File: config.mk
export PLATFORM = sky130hd
export DESIGN_NAME = mips_bus_master
export DESIGN_NICKNAME = d
export VERILOG_FILES = /design/src/rtl/mips_bus_master.sv
export SDC_FILE = /design/constraint.sdc
export NUM_CORES = 1
export LEC_CHECK = 0
export CELL_PAD_IN_SITES_DETAIL_PLACEMENT = 1
export CELL_PAD_IN_SITES_GLOBAL_PLACEMENT = 1
export CORE_MARGIN = 8
export CORE_UTILIZATION = 30
export DETAILED_ROUTE_END_ITERATION = 10
export PLACE_DENSITY = 0.78
export SLEW_MARGIN = 25
export SYNTH_ARGS = -nofsm -noshare
export SYNTH_HDL_FRONTEND = slang
export SYNTH_SLANG_ARGS = --single-unit
File: constraint.sdc
create_clock -name clk -period 1.8 [get_ports clk]
set_clock_uncertainty 0.1 [all_clocks]
set_input_delay 0.36 -clock clk [delete_from_list [all_inputs] [get_ports clk]]
set_output_delay 0.36 -clock clk [all_outputs]
set_load 0.02 [all_outputs]
File: src/rtl/mips_bus_master.sv
// mips_bus_master: Avalon-MM initiator turning one CPU load/store into a single bus transfer.
// Misaligned or illegal-size requests complete with err and never reach the bus.
module mips_bus_master (
   input  logic        clk,
   input  logic        reset,
   input  logic        start,
   input  logic        op_write,
   input  logic [1:0]  op_size,
   input  logic        op_signed,
   input  logic [31:0] op_addr,
   input  logic [31:0] op_wdata,
   output logic        busy,
   output logic        done,
   output logic        err,
   output logic [31:0] rdata,
   output logic [31:0] address,
   output logic        read,
   output logic        write,
   output logic [3:0]  byteenable,
   output logic [31:0] writedata,
   input  logic        waitrequest,
   input  logic [31:0] readdata
);
   typedef enum logic [1:0] {IDLE, ACCESS, FINISH} state_t;
   state_t state_q, state_d;
   logic [31:0] address_q, address_d, writedata_q, writedata_d, rdata_q, rdata_d;
   logic [3:0] be_q, be_d;
   logic [1:0] size_q, size_d, off_q, off_d;
   logic write_q, write_d, err_q, err_d, signed_q, signed_d;
   logic misaligned;
   logic [7:0] rd_byte;
   logic [15:0] rd_half;
   logic [31:0] rd_ext;
   assign misaligned = (op_size == 2'b11) || (op_size == 2'b01 && op_addr[0]) ||
                       (op_size == 2'b10 && op_addr[1:0] != 2'b00);
   assign rd_byte = readdata[{off_q, 3'b000} +: 8];
   assign rd_half = off_q[1] ? readdata[31:16] : readdata[15:0];
   assign rd_ext = size_q == 2'b00 ? {{24{signed_q & rd_byte[7]}}, rd_byte} :
                   size_q == 2'b01 ? {{16{signed_q & rd_half[15]}}, rd_half} : readdata;
   always_comb begin
      state_d = state_q;
      address_d = address_q;
      writedata_d = writedata_q;
      rdata_d = rdata_q;
      be_d = be_q;
      size_d = size_q;
      off_d = off_q;
      write_d = write_q;
      err_d = err_q;
      signed_d = signed_q;
      case (state_q)
         IDLE: if (start) begin
            size_d = op_size;
            off_d = op_addr[1:0];
            signed_d = op_signed;
            write_d = op_write;
            err_d = misaligned;
            state_d = misaligned ? FINISH : ACCESS;
            if (!misaligned) begin
               address_d = {op_addr[31:2], 2'b00};
               be_d = op_size == 2'b00 ? 4'b0001 << op_addr[1:0] :
                      op_size == 2'b01 ? 4'b0011 << op_addr[1:0] : 4'b1111;
               writedata_d = op_size == 2'b00 ? {4{op_wdata[7:0]}} :
                             op_size == 2'b01 ? {2{op_wdata[15:0]}} : op_wdata;
            end
         end
         ACCESS: if (!waitrequest) begin
            state_d = FINISH;
            rdata_d = write_q ? rdata_q : rd_ext;
         end
         FINISH: state_d = IDLE;
         default: state_d = IDLE;
      endcase
   end
   always_ff @(posedge clk) begin
      if (!reset) begin
         state_q <= IDLE;
         address_q <= '0;
         writedata_q <= '0;
         rdata_q <= '0;
         be_q <= '0;
         size_q <= '0;
         off_q <= '0;
         write_q <= 1'b0;
         err_q <= 1'b0;
         signed_q <= 1'b0;
      end else begin
         state_q <= state_d;
         address_q <= address_d;
         writedata_q <= writedata_d;
         rdata_q <= rdata_d;
         be_q <= be_d;
         size_q <= size_d;
         off_q <= off_d;
         write_q <= write_d;
         err_q <= err_d;
         signed_q <= signed_d;
      end
   end
   assign busy = state_q != IDLE;
   assign done = state_q == FINISH;
   assign err = done & err_q;
   assign read = state_q == ACCESS && !write_q;
   assign write = state_q == ACCESS && write_q;
   assign rdata = rdata_q;
   assign address = address_q;
   assign byteenable = be_q;
   assign writedata = writedata_q;
endmodule

==> results of run 1 <==
[metal layers]
metal	routed length, µm	track usage, %	up-vias	part of all wire, %
li1	-	-	2493	-
met1	8530	23.0	2593	41
met2	10700	35.1	143	52
met3	912	3.01	29	4.4
met4	452	6.94	0	2.2
met5	0	0	-	0
[metrics by stage]
stage / util (%) / hold WS [ns]
floorplan: - / 0.341
global placement: 46.4 / 0.337
detailed placement: 46.4 / 0.345
CTS: 49.0 / 0.345
global route: 50.0 / 0.368
finish: 50.0 / 0.353
[logic make-up (layout without fill, tap and decap cells)]
group / Yosys count / after routing
other: 1 / 2
buffers and inverters: 64 / 282
AND/OR/NAND/NOR: 227 / 227
multiplexers: 31 / 31
flip-flops: 107 / 107
AO/OA/AOI/OAI: 147 / 147
adder cells (fa/ha/maj): 4 / 4
[cell type report]
type	instances	area, µm²	share of cell area (%)
Clock inverter	7	83.8	1.06
Multi-Input combinational cell	411	2470	31.2
Tap cell	216	270	3.41
Sequential cell	107	2150	27.1
Clock buffer	9	225	2.84
Timing Repair Buffer	261	2700	34.1
Inverter	5	18.8	0.237
[placed cells by master, fill, tap and decap left out, drive strengths merged, types with 11 or more instances in the layout]
| master | synthesis | routed |
|---|---|---|
| clkdlybuf4s50 | 0 | 110 |
| dfxtp | 107 | 107 |
| nand3 | 103 | 103 |
| nand2 | 96 | 96 |
| o21ai | 58 | 58 |
| buf | 25 | 53 |
| dlymetal6s2s | 0 | 51 |
| dlygate4sd2 | 0 | 38 |
| mux2i | 23 | 23 |
| a31oi | 23 | 23 |
| o211a | 16 | 16 |
| a22oi | 15 | 15 |
| a21oi | 13 | 13 |
| clkbuf | 34 | 11 |
[state kept, by name, indices dropped and copies added, names as in the netlist]
signal	count
write_q	1
writedata	32
state_q	2
rdata	32
off_q	2
address	30
size_q	2
err_q	1
signed_q	1
byteenable	4
[worst max-delay path by stage]
stage / start / endpoint / slack [ns] / cells after the start
after floorplan: op_addr[0] / byteenable[0] / 0.13 / 7
after global placement: op_addr[1] / address[12] / -0.36 / 9
after detailed placement: op_addr[1] / writedata[12] / -0.45 / 8
after CTS: state_q[1] / err / -0.01 / 3
after global routing: state_q[0] / rdata[11] / -0.01 / 6
final: rdata[11] / rdata[11] / 0.03 / 1
[power by group]
group          switching [mW]  total, mW  internal [mW]
combinational           0.725       1.42          0.699
sequential             0.0842       2.59           2.50
clock                   0.983       2.09           1.11
[repair_timing]
item                                    4_1_cts  5_1_grt
gates cloned                                  3        0
endpoints found under the setup margin      100       69
setup buffers                                 3        2
resized for setup                            56       67
pin swaps                                     3        1
hold buffers                                  0        0
==> impl_metrics.env, run 1 <==
export IMPL_cts_buffer_depth=2
export IMPL_hold_path_end="address[3]"
export IMPL_die_y_um=143
export IMPL_die_w_um=143
export IMPL_reg2regPathDepth=5
export IMPL_synth_xor_area_share_pct=0
export IMPL_hold_viol=0
export IMPL_synth_area_per_cell_um2=8.34
export IMPL_fill_cells=1821
export IMPL_cp_end_kind="primary output"
export IMPL_drt_initial_drc_count=298
export IMPL_initial_core_util_pct=30.6
export IMPL_wl_per_cell_um=20.3
export IMPL_yosysUniqueCellTypes=39
export IMPL_drive_above_1_share_pct=13.8
export IMPL_htree_levels=3
export IMPL_cpPeakStageDelay_ns=0.62
export IMPL_synth_adder_area_share_pct=1.03
export IMPL_detail_route_vias_per_cell=5.18
export IMPL_rows=46
export IMPL_netlist_area_leader_share_pct=44.2
export IMPL_nets=903
export IMPL_dp_slack_ns=-0.453
export IMPL_vias=5258
export IMPL_grt_pass1_wl_mm=31.4
export IMPL_routed_wl_mm=20.6
export IMPL_finalSetupTns_ns=0
export IMPL_crit_type="flop to primary output"
export IMPL_worst_ir_drop_vdd_uv=480
export IMPL_min_period_ns=1.77
export IMPL_synth_edff_count=0
export IMPL_core_um2=15800
export IMPL_setup_viol=0
export IMPL_leakage_nw=4.32
export IMPL_slew_violations=0
export IMPL_crit_arrival_ns=1.31
export IMPL_synth_most_common_cell="dfxtp_1"
export IMPL_dpl_hpwl_mm=15.2
export IMPL_antenna_found_initial=0
export IMPL_r2r_slack_ns=0.11
export IMPL_max_clock_freq_mhz=566
export IMPL_die_area_um2=20500
export IMPL_outcome="completed"
export IMPL_timing_rr_start="size_q[0]"
export IMPL_synthFlopType="dfxtp_1"
export IMPL_ant_nets=0
export IMPL_synth_area_um2=4850
export IMPL_synth_area_leader_cell="dfxtp_1"
export IMPL_finalNonFillerCells=1016
export IMPL_synth_compound_area_share_pct=20.2
export IMPL_area_delta_synth_final_pct=63.4
export IMPL_io_pins=209
export IMPL_ys_top_cells_by_count="dfxtp_1, nand3_1, nand2_1, o21ai_0, clkbuf_1"
export IMPL_finalWorstSetupSlack_ns=0.0327
export IMPL_ys_ff_latch=107
export IMPL_yosys_warnings=0
export IMPL_grt_pass1_vias=5459
export IMPL_power_mw=6.10
export IMPL_drt_pass1_iter_count=4
export IMPL_postSynth_asyncResetShare_pct=0
export IMPL_synth_top_family_by_area="simple AND/OR/NAND/NOR gates"
export IMPL_worstSkewPairLatency_ns=0.35
export IMPL_period_share_pct=98.2
export IMPL_path_clk_slew_ns=0.08
export IMPL_synthMuxAreaShare_pct=6.61
export IMPL_slew_headroom_pct=64.7
export IMPL_critical_path_top_delay_family="buffers and inverters"
export IMPL_clock_sinks=107
export IMPL_path_cells="clkdlybuf4s50_1"
export IMPL_yosysSeqAreaShare_pct=44.2
export IMPL_place_inst=992
export IMPL_cts_tree="yes"
export IMPL_crit_slowest_cell="clkdlybuf4s50_1"
export IMPL_track_usage_pct=19.6
export IMPL_gr_total_overflow=0
export IMPL_crit_path_start_kind="flop"
export IMPL_grt_max_degree=54
export IMPL_fin_area_um2=7920
export IMPL_min_path_cells=2
export IMPL_yosys_area_share_simple_pct=21.8
export IMPL_diodes=0
export IMPL_io_buffers=206
export IMPL_hp_class="flop to flop"
export IMPL_cap_viol_max_count=0
export IMPL_ys_top_cells_by_area="dfxtp_1, nand3_1, nand2_1"
export IMPL_place_area_um2=7350
export IMPL_worst_slew_pin_slew_ns=0.527
export IMPL_cts_root_buf="clkbuf_16"
export IMPL_r2r_end="rdata[3]"
export IMPL_power_per_cell_area_nw_per_um2=771
export IMPL_gp_congestion=0.915
export IMPL_path_buf_inv=1
export IMPL_drcViolationCount=0
export IMPL_cts_buffers=9
export IMPL_min_delay_start="address[3]"
export IMPL_synthCells=581
export IMPL_cp_max_fo=2
export IMPL_cp_required_ns=1.34
Power figures use the tool's default switching activity.
==> inputs of run 2 (changes only) <==
CORE_ASPECT_RATIO = 0.7   (was default)
SETUP_SLACK_MARGIN = 0.5   (was default)
==> impl_metrics.env, run 2 (synthesis gave the netlist of run 1 again) <==
export IMPL_outcome="completed"
export IMPL_cts_buffers=9
export IMPL_area_delta_synth_final_pct=86.9
export IMPL_cts_buffer_depth=2
export IMPL_period_share_pct=97.0
export IMPL_antenna_found_initial=2
export IMPL_power_per_cell_area_nw_per_um2=740
export IMPL_pwr_share_seq_pct=39.7
export IMPL_place_inst=983
export IMPL_cp_end_kind="flop"
export IMPL_path_clk_slew_ns=0.08
export IMPL_final_cell_mix="buf_6, dfxtp_2, clkdlybuf4s50_1"
export IMPL_crit_arrival_ns=1.93
export IMPL_ant_nets=0
export IMPL_grt_max_degree=67
export IMPL_clock_power_share_pct=32.8
export IMPL_routed_wl_mm=24.6
export IMPL_worstSkewPairLatency_ns=0.35
export IMPL_power_mw=6.70
export IMPL_die_y_um=122
export IMPL_cp_max_fo=7
export IMPL_max_clock_freq_mhz=573
export IMPL_p_sw_share_pct=29.3
export IMPL_hold_viol=0
export IMPL_die_w_um=168
export IMPL_grt_pass1_vias=5919
export IMPL_io_buffers=206
export IMPL_finalWorstSetupSlack_ns=0.0539
export IMPL_drcViolationCount=0
export IMPL_slew_violations=0
export IMPL_cp_required_ns=1.98
export IMPL_wl_per_cell_um=23.3
export IMPL_final_util_pct=56.4
export IMPL_finalNonFillerCells=1059
export IMPL_fill_cells=1727
export IMPL_nets=956
export IMPL_p_int_mw=4.74
export IMPL_leakage_nw=4.05
export IMPL_layout_commonest_cell="buf_6"
export IMPL_cts_root_buf="clkbuf_16"
export IMPL_crit_type="flop to flop"
export IMPL_drive_above_1_share_pct=46.3
export IMPL_core_um2=16100
export IMPL_cap_viol_max_count=0
export IMPL_initial_core_util_pct=30.2
export IMPL_clock_sinks=107
export IMPL_dpl_hpwl_mm=15.5
export IMPL_cts_tree="yes"
export IMPL_die_area_um2=20500
export IMPL_dp_slack_ns=-0.432
export IMPL_min_period_ns=1.75
export IMPL_gp_congestion=0.857
export IMPL_worst_ir_drop_vdd_uv=432
export IMPL_detail_route_vias_per_cell=5.38
export IMPL_rsz0062_at_grt="yes"
export IMPL_vias=5696
export IMPL_gr_total_overflow=0
export IMPL_crit_path_start_kind="flop"
export IMPL_drt_pass1_iter_count=5
export IMPL_setup_viol=0
export IMPL_drt_initial_drc_count=475
export IMPL_p_sw_mw=1.97
export IMPL_hp_class="input pin to flop"
export IMPL_htree_levels=3
export IMPL_p_comb_share_pct=27.5
export IMPL_io_pins=209
export IMPL_holdWs_ns=0.260
export IMPL_rows=39
export IMPL_grt_pass1_wl_mm=35.3
export IMPL_track_usage_pct=22.0
run 2: cell count changes in the layout (fill, tap and decap cells not counted), moves of 14 or more:
cell | before | now
buf_4 | 45 | 69
dlymetal6s2s_1 | 51 | 1
dlygate4sd2_1 | 38 | 2
nand3_2 | 1 | 20
buf_6 | 2 | 116
nand3_1 | 102 | 82
clkdlybuf4s50_1 | 110 | 96
dfxtp_1 | 103 | 4
dfxtp_2 | 3 | 99
run 2: final cells by class:
cell class / instances / area [µm²] / share of cell area (%)
repair buffers: 313 / 3410 / 37.6
multi-input cells: 412 / 2750 / 30.4
flip-flops and latches: 107 / 2280 / 25.2
well taps: 205 / 256 / 2.83
clock buffers: 9 / 225 / 2.49
clock inverters: 7 / 98.8 / 1.09
inverters: 5 / 36.3 / 0.400
diodes: 1 / 2.50 / 0.0276
run 2: per-stage QoR:
step,cell area (µm²),TNS [ns]
after global placement,7560,-26.24
after floorplan,5090,0
after detailed placement,7560,-30.15
final,9060,0
after CTS,8750,0
after global routing,9060,-0.00444
run 2: what timing repair did:
action                     CTS  global route
pin swaps                   29            11
hold endpoints to repair     0             0
setup buffers               29            20
gates resized for setup    715            97
setup endpoints to repair  210           170
cloned                       9             1
hold buffers                 0             0
run 2: final timing paths:
check	cells past startpoint	startpoint	slack (ns)	to
setup / recovery	8	state_q[1]	0.05	writedata[5]
hold / removal	3	reset	0.26	rdata[26]
setup reg to reg	8	state_q[1]	0.05	writedata[5]
hold reg to reg	2	address[26]	0.36	address[26]
run 2: per-layer routing:
| metal | wire length (µm) | part of all wire, % | up-vias | global-route usage (%) |
|---|---|---|---|---|
| li1 | - | - | 2621 | - |
| met1 | 10400 | 42 | 2831 | 26.9 |
| met2 | 12100 | 49 | 191 | 38.4 |
| met3 | 1380 | 5.6 | 53 | 4.63 |
| met4 | 770 | 3.1 | 0 | 7.73 |
| met5 | 0 | 0 | - | 0 |
run 2: power by group through the flow:
| stage | Sequential (mW) | Combinational (mW) | Clock, mW |
|---|---|---|---|
| 4_1_cts | 2.64 | 1.72 | 2.26 |
| 5_1_grt | 2.67 | 1.94 | 2.33 |
| 3_3_place_gp | 2.65 | 1.42 | 0 |
| 2_1_floorplan | 2.78 | 0.560 | 0 |
| 6_report | 2.66 | 1.84 | 2.20 |
| 3_5_place_dp | 2.66 | 1.45 | 0 |
run 2: worst max-delay path, cell delays in order (launching register included):
cell and delay, ns:
dfxtp_4 0.37, buf_6 0.12, nor3b_4 0.21, buf_4 0.16
o21a_4 0.19, buf_12 0.16, buf_16 0.14, nand3_1 0.10
nand2_1 0.12
==> inputs of run 3 (changes only) <==
RECOVER_POWER = 100   (was default)
==> impl_metrics.env, run 3 (synthesis gave the netlist of run 1 again) <==
export IMPL_drt_initial_drc_count=467
export IMPL_grt_pass1_wl_mm=35.3
export IMPL_worstSkewPairLatency_ns=0.35
export IMPL_io_pins=209
export IMPL_max_clock_freq_mhz=573
export IMPL_drive_above_1_share_pct=34.1
export IMPL_min_period_ns=1.75
export IMPL_gr_total_overflow=0
export IMPL_path_cells="clkdlybuf4s50_1, mux2i_4, buf_6, o32ai_2, a21boi_4, a31oi_1"
export IMPL_die_y_um=122
export IMPL_leakage_nw=3.97
export IMPL_cts_root_buf="clkbuf_16"
export IMPL_cp_max_fo=8
export IMPL_cap_viol_max_count=0
export IMPL_routed_wl_mm=24.6
export IMPL_detail_route_vias_per_cell=5.38
export IMPL_grt_pass1_vias=5919
export IMPL_initial_core_util_pct=30.2
export IMPL_crit_arrival_ns=1.91
export IMPL_io_buffers=206
export IMPL_period_share_pct=97.0
export IMPL_die_area_um2=20500
export IMPL_area_delta_synth_final_pct=82.7
export IMPL_hold_viol=0
export IMPL_dpl_hpwl_mm=15.5
export IMPL_hp_class="input pin to flop"
export IMPL_fill_cells=1786
export IMPL_reg2regPathDepth=10
export IMPL_rsz0062_at_grt="yes"
export IMPL_place_area_um2=7560
export IMPL_clock_sinks=107
export IMPL_vias=5697
export IMPL_nets=956
export IMPL_cpPeakStageDelay_ns=0.57
export IMPL_antenna_found_initial=2
export IMPL_drcViolationCount=0
export IMPL_htree_levels=3
export IMPL_wl_per_cell_um=23.2
export IMPL_track_usage_pct=22.0
export IMPL_rows=39
export IMPL_cts_tree="yes"
export IMPL_fin_area_um2=8850
export IMPL_cts_buffers=9
export IMPL_cp_required_ns=1.96
export IMPL_grt_max_degree=67
export IMPL_path_clk_slew_ns=0.07
export IMPL_drt_pass1_iter_count=7
export IMPL_cts_hold_fix_buffers=0
export IMPL_crit_slowest_cell="clkdlybuf4s50_1"
export IMPL_gp_congestion=0.857
export IMPL_outcome="completed"
export IMPL_slew_violations=0
export IMPL_final_cell_mix="buf_6, dfxtp_1, clkdlybuf4s50_1"
export IMPL_die_w_um=168
export IMPL_layout_commonest_cell="buf_6"
export IMPL_crit_path_start_kind="input pin"
export IMPL_setup_viol=0
export IMPL_core_um2=16100
export IMPL_worst_ir_drop_vdd_uv=428
export IMPL_cp_end_kind="flop"
export IMPL_holdWs_ns=0.262
export IMPL_cts_buffer_depth=2
export IMPL_min_path_cells=3
export IMPL_ant_nets=0
export IMPL_crit_type="input pin to flop"
export IMPL_power_per_cell_area_nw_per_um2=750
run 3: cell types whose count changed in the layout (fill, tap and decap cells not counted), moves of 2 or more:
cell      change
dfxtp_2      -96
buf_6         -3
clkbuf_2      +2
clkbuf_1      +3
and2_0        +2
dfxtp_1      +97
clkbuf_4      +3
buf_4         -5
run 3: worst max-delay path: cells and delay by family:
kind / cells / cell delay [ns]
buffers and inverters: 2 / 0.69
AO/OA/AOI/OAI: 3 / 0.73
multiplexers: 1 / 0.11
run 3: what timing repair did:
item                                    CTS  global route
setup buffers                            29            20
endpoints found under the setup margin  210           170
gates resized for setup                 715            97
pin swaps                                29            11
cloned                                    9             1
run 3: path summary, 6_finish.rpt:
path / to / slack [ns] / from
setup / recovery: rdata[11] / 0.05 / readdata[15]
hold / removal: rdata[24] / 0.26 / reset
setup reg to reg: address[13] / 0.07 / state_q[1]
hold reg to reg: address[6] / 0.37 / address[6]
run 3: metrics by stage:
step	power, mW	setup slack [ns]	setup TNS, ns	utilization (%)	instances
finish	6.64	0.0538	0	55.1	1059
global placement	4.06	-0.372	-26.24	47.1	983
floorplan	3.34	0.283	0	-	582
global route	6.88	-0.0181	-0.0181	55.1	1059
CTS	6.62	0.155	0	54.5	1037
detailed placement	4.11	-0.432	-30.15	47.1	983
run 3: area by class of cell:
| class | count | area, µm² | area share (%) |
|---|---|---|---|
| Sequential cell | 107 | 2160 | 24.4 |
| Inverter | 5 | 36.3 | 0.410 |
| Antenna cell | 1 | 2.50 | 0.0283 |
| Clock inverter | 7 | 98.8 | 1.12 |
| Multi-Input combinational cell | 412 | 2710 | 30.6 |
| Timing Repair Buffer | 313 | 3370 | 38.0 |
| Tap cell | 205 | 256 | 2.90 |
| Clock buffer | 9 | 225 | 2.54 |
run 3: power by group:
group	leakage [nW]	total, mW	switching [mW]	internal (mW)
registers	0.876	2.63	0.129	2.50
clock network	0.162	2.20	0.963	1.24
logic	2.93	1.81	0.863	0.944
total	3.97	6.64	1.96	4.68
run 3: routing by layer:
layer,track usage [%],wire length [µm],vias up
met5,0,0,-
met4,7.73,722,0
met3,4.63,1460,47
met2,38.4,12100,191
met1,26.9,10300,2841
li1,-,-,2618
